## src/rtl/tdm_demux_1_to_8.sv

```systemverilog
// 1:8 time-division demultiplexer: collects eight W-bit slots from a serial lane
// and presents the completed frame in parallel, with SOF-based framing and error pulses.
module tdm_demux_1_to_8 #(
  parameter int W = 1
) (
  input  logic           clk,
  input  logic           rst,
  input  logic [W-1:0]   D,
  input  logic           D_valid,
  input  logic           SOF,
  output logic [8*W-1:0] Y,
  output logic           Y_valid,
  output logic [2:0]     S,
  output logic           busy,
  output logic           err
);

  typedef enum logic {
    IDLE,
    COLLECT
  } state_t;

  state_t         r_state;
  state_t         w_state_nxt;
  logic [2:0]     r_s;
  logic [2:0]     w_s_nxt;
  logic [8*W-1:0] r_y;
  logic           r_y_valid;
  logic           r_err;
  logic [W-1:0]   r_shadow [0:6];
  logic [8*W-1:0] w_frame;
  logic           w_commit;
  logic           w_err;
  logic           w_wr;
  logic [2:0]     w_idx;

  always_ff @(posedge clk) begin
    if (rst) begin
      r_state   <= IDLE;
      r_s       <= 3'd0;
      r_y       <= '0;
      r_y_valid <= 1'b0;
      r_err     <= 1'b0;
      for (int k = 0; k < 7; k++) r_shadow[k] <= '0;
    end else begin
      r_state   <= w_state_nxt;
      r_s       <= w_s_nxt;
      r_y_valid <= w_commit;
      r_err     <= w_err;
      if (w_commit) r_y <= w_frame;
      if (w_wr) r_shadow[w_idx] <= D;
    end
  end

  always_comb begin
    w_state_nxt = r_state;
    w_s_nxt     = r_s;
    w_commit    = 1'b0;
    w_err       = 1'b0;
    w_wr        = 1'b0;
    w_idx       = r_s;
    unique case (r_state)
      IDLE: begin
        if (D_valid) begin
          if (SOF) begin
            w_wr        = 1'b1;
            w_idx       = 3'd0;
            w_s_nxt     = 3'd1;
            w_state_nxt = COLLECT;
          end else begin
            w_err = 1'b1;
          end
        end
      end
      COLLECT: begin
        if (D_valid) begin
          if (SOF) begin
            // abort: restart at slot 0, stale slots get overwritten
            w_err   = 1'b1;
            w_wr    = 1'b1;
            w_idx   = 3'd0;
            w_s_nxt = 3'd1;
          end else if (r_s == 3'd7) begin
            w_commit    = 1'b1;
            w_s_nxt     = 3'd0;
            w_state_nxt = IDLE;
          end else begin
            w_wr    = 1'b1;
            w_s_nxt = 3'(r_s + 3'd1);
          end
        end
      end
      default: w_state_nxt = IDLE;
    endcase
  end

  // slot 7 comes straight from the lane on the committing beat
  always_comb begin
    w_frame = '0;
    for (int k = 0; k < 7; k++) w_frame[k*W +: W] = r_shadow[k];
    w_frame[7*W +: W] = D;
  end

  always_comb begin
    busy    = (r_state == COLLECT);
    Y       = r_y;
    Y_valid = r_y_valid;
    S       = r_s;
    err     = r_err;
  end

endmodule

```

## config.mk

```make
export PLATFORM = sky130hd
export DESIGN_NAME = tdm_demux_1_to_8
export DESIGN_NICKNAME = d
export VERILOG_FILES = /design/src/rtl/tdm_demux_1_to_8.sv
export SDC_FILE = /design/constraint.sdc
export NUM_CORES = 1
export LEC_CHECK = 0
export CORE_MARGIN = 8
export CORE_UTILIZATION = 54
export DETAILED_ROUTE_END_ITERATION = 7
export HOLD_SLACK_MARGIN = 0.12
export MAX_ROUTING_LAYER = met4
export PLACE_DENSITY = 0.82
export SLEW_MARGIN = 20
export SYNTH_ARGS = -nofsm -noshare
export SYNTH_HDL_FRONTEND = slang
export SYNTH_SLANG_ARGS = --single-unit
```

## constraint.sdc

```tcl
create_clock -name clk -period 3.05 [get_ports clk]
set_clock_uncertainty 0.2 [all_clocks]
set_input_delay 0.305 -clock clk [delete_from_list [all_inputs] [get_ports clk]]
set_output_delay 0.305 -clock clk [all_outputs]
set_load 0.02 [all_outputs]
```

# After elaboration in Yosys (flattened, before gate mapping)
# Memory sizes are Yosys's and may differ from the RTL's. A register that Yosys moved wholly into a read port is not among the register bits.
# Index checks and enable logic that the tools add are counted.
[totals]
register_bits = 14
ramBits = 7
in_bits = 5
output_inout_bits = 14
n_memories = 1
[classes]
n_addsub = 1
n_eq_ne = 4
mux = 31
bitwise = 1
reduce_logical = 2
[mem_list]
columns = ["name", "depth", "width", "read_ports", "rd_ports_with_merged_regs", "write_ports", "line", "source"]
rows = [
  ["r_shadow", 7, 1, 7, 7, 7, "30", "logic [W-1:0] r_shadow [0:6];"],
]
[ops]
columns = ["cell", "n"]
rows = [
  ["$mux W3", 8],
  ["$mux W1", 19],
  ["$ne A2 B2 Y1 const B", 3],
  ["$pmux W1 S2", 3],
  ["$pmux W3 S2", 1],
  ["$add A3 B1 Y3 const B", 1],
  ["$eq A3 B3 Y1 const B", 1],
  ["$reduce_and A3 Y1", 1],
  ["$not A1 Y1", 1],
  ["$reduce_or A1 Y1", 1],
]

# Longest topological paths before layout
# Gate-level depths: netlist of the first run.
[depth]
word_depth = 10
ltp_mapped = 7
depth_no_buf = 5

# Least setup slack after synthesis of the first run
# Ideal clock, no wire load.
[synth_path]
path_kind = "reg-to-reg"
from = "register r_s[0], in the netlist S[0]"
to = "memory r_shadow[3], enable pin"
setup_time_ns = 0.304
arrival_ns = 1.708
required_ns = 2.546
setup_slack_ns = 0.838
path_stages_with_launch = 7
n_path_buf = 1
cell_sequence = "dfxtp_1 -> ha_1 -> ha_1 -> buf_6 -> nand2b_4 -> or4_4 -> o21bai_1"
[synth_lines]
columns = ["element", "line", "source"]
rows = [
  ["from (decl)", "25", "logic [2:0] r_s;"],
  ["from (signal assigned)", "47", "r_s <= w_s_nxt;"],
  ["to (decl)", "30", ""],
]

==> results of run 1 <==
==> layer usage <==
layer | GRT usage, % | vias up | part of all wire [%]
met3 | 3.04 | 5 | 4.9
met2 | 20.0 | 22 | 48
li1 | - | 406 | -
met1 | 14.4 | 373 | 44
met5 | - | - | 0
met4 | 7.17 | 0 | 2.3
==> where the power goes <==
part           switching (W)  internal (W)  leakage (nW)  total (W)
registers         0.00000656      0.000292         0.184   0.000299
logic              0.0000276     0.0000226         0.201  0.0000502
clock network      0.0000841     0.0000490        0.0177   0.000133
==> cell type report <==
type / count / area share [%]
sequential: 21 / 39.6
tap: 25 / 2.58
multi-input combinational: 75 / 39.5
clock buffer: 3 / 1.86
inverter: 2 / 0.619
clock inverter: 1 / 0.412
timing repair buffer: 19 / 15.5
==> metrics by stage <==
stage / area, sq um / hold slack (ns) / setup WS (ns)
3_5_place_dp: 1190 / 0.247 / 0.696
2_1_floorplan: 1010 / 0.232 / 0.838
3_3_place_gp: 1190 / 0.241 / 0.691
4_1_cts: 1210 / 0.265 / 0.785
5_1_grt: 1210 / 0.277 / 0.710
6_report: 1210 / 0.263 / 0.786
==> worst max-delay path: stages (launching register included) <==
cell                       delay, ns
sky130_fd_sc_hd__dfxtp_1        0.39
sky130_fd_sc_hd__ha_1           0.23
sky130_fd_sc_hd__ha_1           0.30
sky130_fd_sc_hd__nand2b_4       0.19
sky130_fd_sc_hd__or4_4          0.51
sky130_fd_sc_hd__o21bai_1       0.16
==> registers in the layout, summed over array words and instances, names as in the netlist <==
name and count:
r_shadow 7, Y 8, err 1, S 3
busy 1, Y_valid 1
==> cells in the final DEF, fill, tap and decap left out, types with 2 or more instances in the layout <==
cell | netlist | routed
sky130_fd_sc_hd__a21oi_1 | 10 | 10
sky130_fd_sc_hd__a32oi_1 | 2 | 2
sky130_fd_sc_hd__clkbuf_4 | 0 | 3
sky130_fd_sc_hd__clkdlybuf4s50_1 | 0 | 18
sky130_fd_sc_hd__dfxtp_1 | 15 | 15
sky130_fd_sc_hd__edfxtp_1 | 6 | 6
sky130_fd_sc_hd__ha_1 | 2 | 2
sky130_fd_sc_hd__inv_1 | 2 | 2
sky130_fd_sc_hd__nand2_1 | 19 | 19
sky130_fd_sc_hd__nand2b_1 | 2 | 2
sky130_fd_sc_hd__nand4bb_1 | 2 | 2
sky130_fd_sc_hd__nor2_1 | 5 | 5
sky130_fd_sc_hd__nor2b_1 | 4 | 4
sky130_fd_sc_hd__nor3_1 | 4 | 4
sky130_fd_sc_hd__nor3b_1 | 2 | 2
sky130_fd_sc_hd__o211ai_1 | 2 | 2
sky130_fd_sc_hd__o21ai_0 | 3 | 3
sky130_fd_sc_hd__o21bai_1 | 4 | 4
==> logic make-up after synthesis <==
group | share of synthesized area (%)
AOI/OAI and AO/OA | 16.2
muxes | 0.988
adders and majority gates | 2.47
and+or+nand+nor | 27.7
DFF | 47.4
buffers and inverters | 5.31
==> worst max path at each step <==
stage               startpoint           to  cells past startpoint
global route              S[0]  r_shadow[2]                      5
floorplan                 S[0]  r_shadow[3]                      6
detailed placement         SOF  r_shadow[5]                      4
global placement           SOF  r_shadow[5]                      4
CTS                       S[0]  r_shadow[2]                      5
finish                    S[0]  r_shadow[2]                      5
==> results.md, run 1 <==
* Run status: finished clean
* Worst relative slew slack at 61.8%
* Destination of the worst hold path: Y[6]
* Crit path DAT at 2.08 ns
* Top cells by count, synth: sky130_fd_sc_hd__nand2_1 (19), sky130_fd_sc_hd__dfxtp_1 (15), sky130_fd_sc_hd__a21oi_1 (10)
* Clock sink count at 21
* Number of setup buffers added after CTS at 0
* Final non-filler cell total at 146
* Min-delay worst type: reg -> reg
* CTS H-tree depth at 1
* Synth top area share at 29.6%
* Synth Register Bits at 21
* R2r endpoint: r_shadow[2]
* Sequential element share of the synthesized area at 47.4%
* Final critical path time including I/O delays and setup at 2.26 ns
* Post-detailed-routing wire length at 2.04 mm
* Combined global-route utilization of all metal layers at 12.7%
* Worst setup slack for register-to-register paths at 0.79 ns
* Count of pins on the block boundary at 19
* Critical path startpoint category: flip-flop
* Largest fanout on the critical path at 9
* Cell row count at 15
* Area taken by multi-input logic gates at 479 sq um
* Post-route fraction of the period consumed by the critical path at 74.2%
* Fraction of layout cells with a size suffix above 1 at 9.09%
* Most numerous cell in the Yosys netlist: sky130_fd_sc_hd__nand2_1
* Number of iterations in the first detailed-routing pass at 4
* Unrepaired setup endpoints after global routing: false
* Startpoint of the lowest-slack register-to-register path: S[0]
* Vias/cell at 5.52
* Number of flops mapped to enable cells by yosys at 6
* Maximum resistive drop on vdd at 369 uV
* Post-layout util at 69.5%
* First-pass GRT wire length at 3.28 mm
* Slew at the pin closest to its max-slew limit at 0.571 ns
* IO buf count at 18
* Setup violations, final at 0
* Largest buffer count on any clock path at 2
* Number of antenna violations at the first check in global routing at 0
* Diodes inserted at 0
* Synth Flop Type: sky130_fd_sc_hd__dfxtp_1
* Root Buffer: sky130_fd_sc_hd__clkbuf_4
* CTS clk-pin slew, worst paths at 0.12 ns
* CTS tree: built
* Avg WL per Cell at 14.0 um
* Die area at 3520 sq um
* Source-to-sink clock delay at the later pin of the worst-skew pair at 0.31 ns
* Core Area at 1750 sq um
* Synth area leader: sky130_fd_sc_hd__dfxtp_1
* Initial Utilization at 58.1%
* Final antenna-violating net count at 0
* Vertical extent of the die at 59.3 um
* Cell types occupying the most area after synthesis: sky130_fd_sc_hd__dfxtp_1 (30%), sky130_fd_sc_hd__edfxtp_1 (18%), sky130_fd_sc_hd__nand2_1 (7.0%)
* Vias in the first global route at 725
* Area of the mapped netlist at 1010 sq um
* Max-slew violation count at 0
* Power density over cell area at 397 nW/um^2
* Element type at the critical path end: flip-flop
* Detailed placement HPWL at 1.51 mm
* Overall Power at 0.000482 W
* Hold path cells at 2
* Max Clock Freq at 442 MHz
* Overall die width at 59.3 um
* Syn Inst Count at 105
* Cell count after placement at 142
* Distinct cell type count after synthesis at 34
* Vias post-DR at 806
* Count of cells along the worst register-to-register path at 5
* Total count of hold-check failures in the final report at 0
* Sequential Area at 480 sq um
* Grt ovf at 0
* Nets in the synthesized netlist at 112
* Final weighted congestion in routability-driven placement at 0.848
* Fillers at 161
* Crit path kind: reg -> reg
* CTS buffer count at 3
* Async set-or-reset flop fraction in the synthesized netlist at 0%
* Max-capacitance violation count at 0
* Syn Area/Cell at 9.65 sq um
* Start point of the worst min-delay path: Y[6]
* Violation count after the first detailed-route iteration at 12
* Syn. warnings at 0
* Maximum number of pins on one net before global-route repair at 20
* Layout Area Growth over Synthesis at 19.8%
* DRC at 0
* Setup TNS Final at 0 ns
* Standby leakage power at 0.402 nW
* Count of hold-fix buffers inserted at cts at 0
* Final nets at 129
* CTS-repair resized insts at 0
* Crit path required time at 2.86 ns
(Power assumes the default switching activity.)
==> run 2: changes to the inputs <==
CORE_ASPECT_RATIO = 0.6   (was default)
CORE_UTILIZATION = 45   (was 54)
PLACE_DENSITY = 0.73   (was 0.82)
clock period = 2 ns   (was 3.05 ns; I/O delays follow)
==> run 2 against run 1 <==
  * Wire length increased by 18%
  * Cell count grew 14%
  * Utilization is 3.4 points lower
  * Clock power rose by 110%
  * Critical path type unchanged
  * Global-route usage up 0.056 points
  * Largest cell class is now multi-input combinational cells
  * Non-clock buffer count increased by 16
  * Setup slack got worse by 0.77 ns
==> results.md, run 2 (same netlist as run 1, synthesis figures left out) <==
* Post-layout util at 66.1%
* Slew at the pin closest to its max-slew limit at 0.502 ns
* Slowest CP cell: sky130_fd_sc_hd__dfxtp_4
* Source-to-sink clock delay at the later pin of the worst-skew pair at 0.26 ns
* Critical Path Max Stage Delay at 0.36 ns
* Crit path required time at 1.77 ns
* Violation count after the first detailed-route iteration at 74
* Maximum resistive drop on vdd at 293 uV
* First-pass GRT wire length at 4.02 mm
* Worst setup slack for register-to-register paths at 0.01 ns
* Min-delay worst type: reg -> reg
* Detailed placement HPWL at 1.86 mm
* Vertical extent of the die at 52.8 um
* CTS clk-pin slew, worst paths at 0.08 ns
* Post-detailed-routing wire length at 2.41 mm
* Final nets at 145
* Most frequent cells in the layout: sky130_fd_sc_hd__nand2_1 (19), sky130_fd_sc_hd__clkdlybuf4s50_1 (18), sky130_fd_sc_hd__buf_4 (16)
* Start point of the worst min-delay path: Y[1]
* Run status: finished clean
* DRC at 0
* Crit path DAT at 1.76 ns
* Vias in the first global route at 851
* Layout Area Growth over Synthesis at 40.1%
* Hold path cells at 2
* Max-capacitance violation count at 0
* Cell row count at 13
* CTS tree: built
* Count of pins on the block boundary at 19
* Core Area at 2150 sq um
* Root Buffer: sky130_fd_sc_hd__clkbuf_8
* Standby leakage power at 0.494 nW
* Number of iterations in the first detailed-routing pass at 4
* Destination of the worst hold path: Y[1]
* Most frequent standard cell in the layout excluding fill and tap cells: sky130_fd_sc_hd__nand2_1
* Max-slew violation count at 0
* Unrepaired setup endpoints after global routing: true
* Worst Hold Slack at 0.255 ns
* Number of buffer and inverter instances along the worst setup path at 2
* Final weighted congestion in routability-driven placement at 0.902
* Maximum number of pins on one net before global-route repair at 22
* Overall die width at 77.3 um
* Grt ovf at 0
* IO buf count at 18
* Critical path, cell by cell: ha_4 > ha_4 > buf_4 > nor3b_4 > a31oi_2 > buf_4 > o21bai_1
* Number of flip-flops in the largest register at 8
* Startpoint of the lowest-slack register-to-register path: S[0]
* Clock sink count at 21
* Final non-filler cell total at 167
* Critical path startpoint category: flip-flop
* Power density over cell area at 587 nW/um^2
* R2r endpoint: r_shadow[1]
* Max Clock Freq at 503 MHz
* Largest delay contributor family on the critical path: flip-flops
* Crit path kind: reg -> reg
* Final critical path time including I/O delays and setup at 1.99 ns
* Final antenna-violating net count at 0
* Combined global-route utilization of all metal layers at 12.8%
* Initial Utilization at 47.2%
* Post-place instance area at 1360 sq um
* Final design instance area without fill at 1420 sq um
* Vias post-DR at 886
* Setup violations, final at 0
* CTS buffer count at 3
* Diodes inserted at 0
* Worst relative slew slack at 66.4%
* Total count of hold-check failures in the final report at 0
* Count of cells along the worst register-to-register path at 7
* Number of antenna violations at the first check in global routing at 0
* CTS H-tree depth at 1
* Count of hold-fix buffers inserted at cts at 0
* Number of setup buffers added after CTS at 0
* Element type at the critical path end: flip-flop
* Largest buffer count on any clock path at 2
* Vias/cell at 5.31
* Cell count after placement at 163
* Post-route fraction of the period consumed by the critical path at 99.4%
* Largest fanout on the critical path at 7
* Fraction of layout cells with a size suffix above 1 at 24.8%
* Die area at 4080 sq um
* Avg WL per Cell at 14.4 um
==> run 2: how the worst max path moves through the flow <==
stage          from           to  cells past startpoint
3_3_place_gp   S[1]  r_shadow[2]                      5
2_1_floorplan  S[1]  r_shadow[2]                      6
6_report       S[0]  r_shadow[1]                      7
3_5_place_dp   S[0]  r_shadow[1]                      7
4_1_cts        busy         busy                      1
5_1_grt        S[0]  r_shadow[1]                      7
==> run 2: worst reg2reg max path, cell delays in order (launching register included) <==
cell	delay, ns
sky130_fd_sc_hd__dfxtp_4	0.36
sky130_fd_sc_hd__ha_4	0.16
sky130_fd_sc_hd__ha_4	0.15
sky130_fd_sc_hd__buf_4	0.16
sky130_fd_sc_hd__nor3b_4	0.22
sky130_fd_sc_hd__a31oi_2	0.13
sky130_fd_sc_hd__buf_4	0.16
sky130_fd_sc_hd__o21bai_1	0.16
==> run 2: routing by layer <==
layer | part of all wire (%) | GRT usage [%] | vias to the layer above | wire length (um)
met3 | 5.9 | 4.62 | 0 | 142
met1 | 48 | 15.9 | 418 | 1160
met4 | 0 | 2.17 | 0 | 0
met2 | 46 | 19.6 | 23 | 1110
li1 | - | - | 445 | -
met5 | 0 | - | - | 0
==> run 2: power breakdown <==
| group | switching [W] | total, W | internal, W |
|---|---|---|---|
| registers | 0.00000843 | 0.000453 | 0.000445 |
| logic | 0.0000508 | 0.000105 | 0.0000540 |
| clock network | 0.000134 | 0.000276 | 0.000142 |
==> run 2: cell type report <==
| type | count | area, sq um |
|---|---|---|
| clock buffers | 4 | 45.0 |
| repair buffers | 35 | 320 |
| flip-flops and latches | 21 | 489 |
| inverters | 2 | 7.51 |
| fillers | 184 | 727 |
| well taps | 30 | 37.5 |
| multi-input cells | 75 | 520 |
==> run 2: metrics by stage <==
stage / setup slack, ns / total power (W) / setup TNS [ns]
final: 0.0129 / 0.000834 / 0
after global routing: -0.0249 / 0.000874 / -0.0364
after CTS: 0.0429 / 0.000836 / 0
after detailed placement: -0.0106 / 0.000565 / -0.0398
after global placement: 0.0313 / 0.000561 / 0
after floorplan: -0.121 / 0.000514 / -0.228
==> run 2: timing repair <==
action                                  4_1_cts  5_1_grt
endpoints found under the setup margin        6        3
gates resized for setup                       1        3
pin swaps                                     2        0
==> run 3: changes to the inputs <==
CORE_ASPECT_RATIO = default   (was 0.6)
CORE_UTILIZATION = 50   (was 45)
PLACE_DENSITY = 0.77   (was 0.73)
clock period = 1.95 ns   (was 2 ns; I/O delays follow)
==> run 3 against run 2 <==
  * The flow now finishes with violations (negative setup slack)
  * Sequential share of layout area down 0.33 points
  * Cell count up 1.2%
  * Power down 5.8%
  * Hold slack better by 0.0064 ns
  * Sequential power up 2%
  * Count of clock-buffer cells in the layout down 1
  * Register-to-register slack worse by 0.03 ns
  * Largest cell class unchanged
  * Largest power group unchanged
  * Highest routed layer is now met4
==> results.md, run 3 (same netlist as run 1, synthesis figures left out) <==
* Combined global-route utilization of all metal layers at 14.5%
* Crit path kind: reg -> reg
* Grt ovf at 0
* Vertical extent of the die at 61.0 um
* Final nets at 150
* Final weighted congestion in routability-driven placement at 0.969
* Count of pins on the block boundary at 19
* Cell count after placement at 163
* Root Buffer: sky130_fd_sc_hd__clkbuf_4
* Maximum number of pins on one net before global-route repair at 18
* Number of antenna violations at the first check in global routing at 0
* CTS clk-pin slew, worst paths at 0.11 ns
* Post-route fraction of the period consumed by the critical path at 101%
* Worst Setup Slack, final at -0.0172 ns
* Failing checks: negative setup slack
* Crit path DAT at 1.78 ns
* Fraction of layout cells with a size suffix above 1 at 29.6%
* Max Clock Freq at 508 MHz
* Post-layout util at 74.2%
* Max-slew violation count at 0
* Count of cells along the worst register-to-register path at 7
* Most frequent standard cell in the layout excluding fill and tap cells: sky130_fd_sc_hd__buf_4
* Layout Area Growth over Synthesis at 42.2%
* Vias/cell at 5.40
* Final non-filler cell total at 169
* Hold path cells at 2
* Number of iterations in the first detailed-routing pass at 4
* Unrepaired setup endpoints after global routing: true
* Die area at 3720 sq um
* Slew at the pin closest to its max-slew limit at 0.340 ns
* Standby leakage power at 0.514 nW
* Largest fanout on the critical path at 4
* CTS tree: built
* Cell row count at 16
* Destination of the worst hold path: Y[0]
* Detailed placement HPWL at 1.75 mm
* Core Area at 1940 sq um
* R2r endpoint: r_shadow[1]
* Final antenna-violating net count at 0
* Most frequent cells in the layout: sky130_fd_sc_hd__buf_4 (21), sky130_fd_sc_hd__nand2_1 (19), sky130_fd_sc_hd__clkdlybuf4s50_1 (18)
* Fillers at 156
* Source-to-sink clock delay at the later pin of the worst-skew pair at 0.30 ns
* Violation count after the first detailed-route iteration at 26
* Run status: finished, violations left
* Diodes inserted at 0
* Clock sink count at 21
* Element type at the critical path end: flip-flop
* Worst setup slack for register-to-register paths at -0.02 ns
* Critical path startpoint category: flip-flop
* Power density over cell area at 545 nW/um^2
* DRC at 0
* CTS H-tree depth at 1
* Vias post-DR at 912
* First-pass GRT wire length at 3.98 mm
* Min-delay worst type: reg -> reg
* Startpoint of the lowest-slack register-to-register path: S[0]
* Avg WL per Cell at 14.1 um
* Initial Utilization at 52.2%
* Worst relative slew slack at 77.1%
* Crit path required time at 1.76 ns
* Overall die width at 61.0 um
* Vias in the first global route at 885
* Count of hold-fix buffers inserted at cts at 0
* Worst Hold Slack at 0.261 ns
* Max-capacitance violation count at 0
* Maximum resistive drop on vdd at 444 uV
* Start point of the worst min-delay path: Y[0]
* Setup violations, final at 2
* IO buf count at 18
* Number of flip-flops in the largest register at 8
* Final critical path time including I/O delays and setup at 1.97 ns
* Total count of hold-check failures in the final report at 0
* Largest buffer count on any clock path at 2
* CTS buffer count at 3
* Post-detailed-routing wire length at 2.39 mm
==> run 3: layout make-up <==
type | instances | area (sq um) | area share (%)
Sequential cell | 21 | 492 | 34.1
Clock inverter | 1 | 5.00 | 0.347
Tap cell | 27 | 33.8 | 2.34
Multi-Input combinational cell | 75 | 532 | 36.9
Inverter | 2 | 7.51 | 0.521
Timing Repair Buffer | 40 | 349 | 24.2
Clock buffer | 3 | 22.5 | 1.56
==> run 3: through the flow <==
| step | total power (W) | setup TNS, ns | cell area (sq um) | setup WS [ns] |
|---|---|---|---|---|
| 2_1_floorplan | 0.000528 | -0.328 | 1050 | -0.171 |
| 3_3_place_gp | 0.000574 | -0.127 | 1360 | -0.0382 |
| 3_5_place_dp | 0.000577 | -0.306 | 1360 | -0.0730 |
| 4_1_cts | 0.000789 | 0 | 1420 | 0.000291 |
| 5_1_grt | 0.000827 | -0.205 | 1440 | -0.0740 |
| 6_report | 0.000786 | -0.0196 | 1440 | -0.0172 |
==> run 3: metal layers <==
layer	routed length (um)	GRT usage, %
met2	1220	23.0
met4	28	5.65
met1	1020	17.6
met5	0	-
met3	114	2.71
==> run 3: where the power goes <==
| part | internal, W | switching (W) | leakage [nW] |
|---|---|---|---|
| clock | 0.0000765 | 0.000135 | 0.0177 |
| sequential | 0.000456 | 0.00000745 | 0.186 |
| combinational | 0.0000563 | 0.0000543 | 0.311 |
==> run 3: worst max-delay path by stage <==
stage,from,endpoint,slack (ns),cells after the start
after global placement,D_valid,r_shadow[4],-0.04,5
after CTS,S[1],r_shadow[3],0.0003,7
final,S[0],r_shadow[1],-0.02,7
after floorplan,S[1],r_shadow[2],-0.17,6
after detailed placement,rst,r_shadow[3],-0.07,4
after global routing,S[0],r_shadow[1],-0.07,7
==> run 3: worst max-delay path, stage by stage (launching register included) <==
cell                       delay [ns]
sky130_fd_sc_hd__dfxtp_4         0.37
sky130_fd_sc_hd__ha_4            0.16
sky130_fd_sc_hd__ha_4            0.16
sky130_fd_sc_hd__buf_6           0.12
sky130_fd_sc_hd__nor3b_4         0.20
sky130_fd_sc_hd__a31oi_2         0.14
sky130_fd_sc_hd__buf_4           0.16
sky130_fd_sc_hd__o21bai_1        0.17
==> run 3: timing repair <==
action | CTS | global route
endpoints found under the hold margin | 0 | 0
pin swaps | 6 | 6
gates cloned | 0 | 0
resized for setup | 4 | 4
endpoints found under the setup margin | 6 | 11
setup buffers | 1 | 1
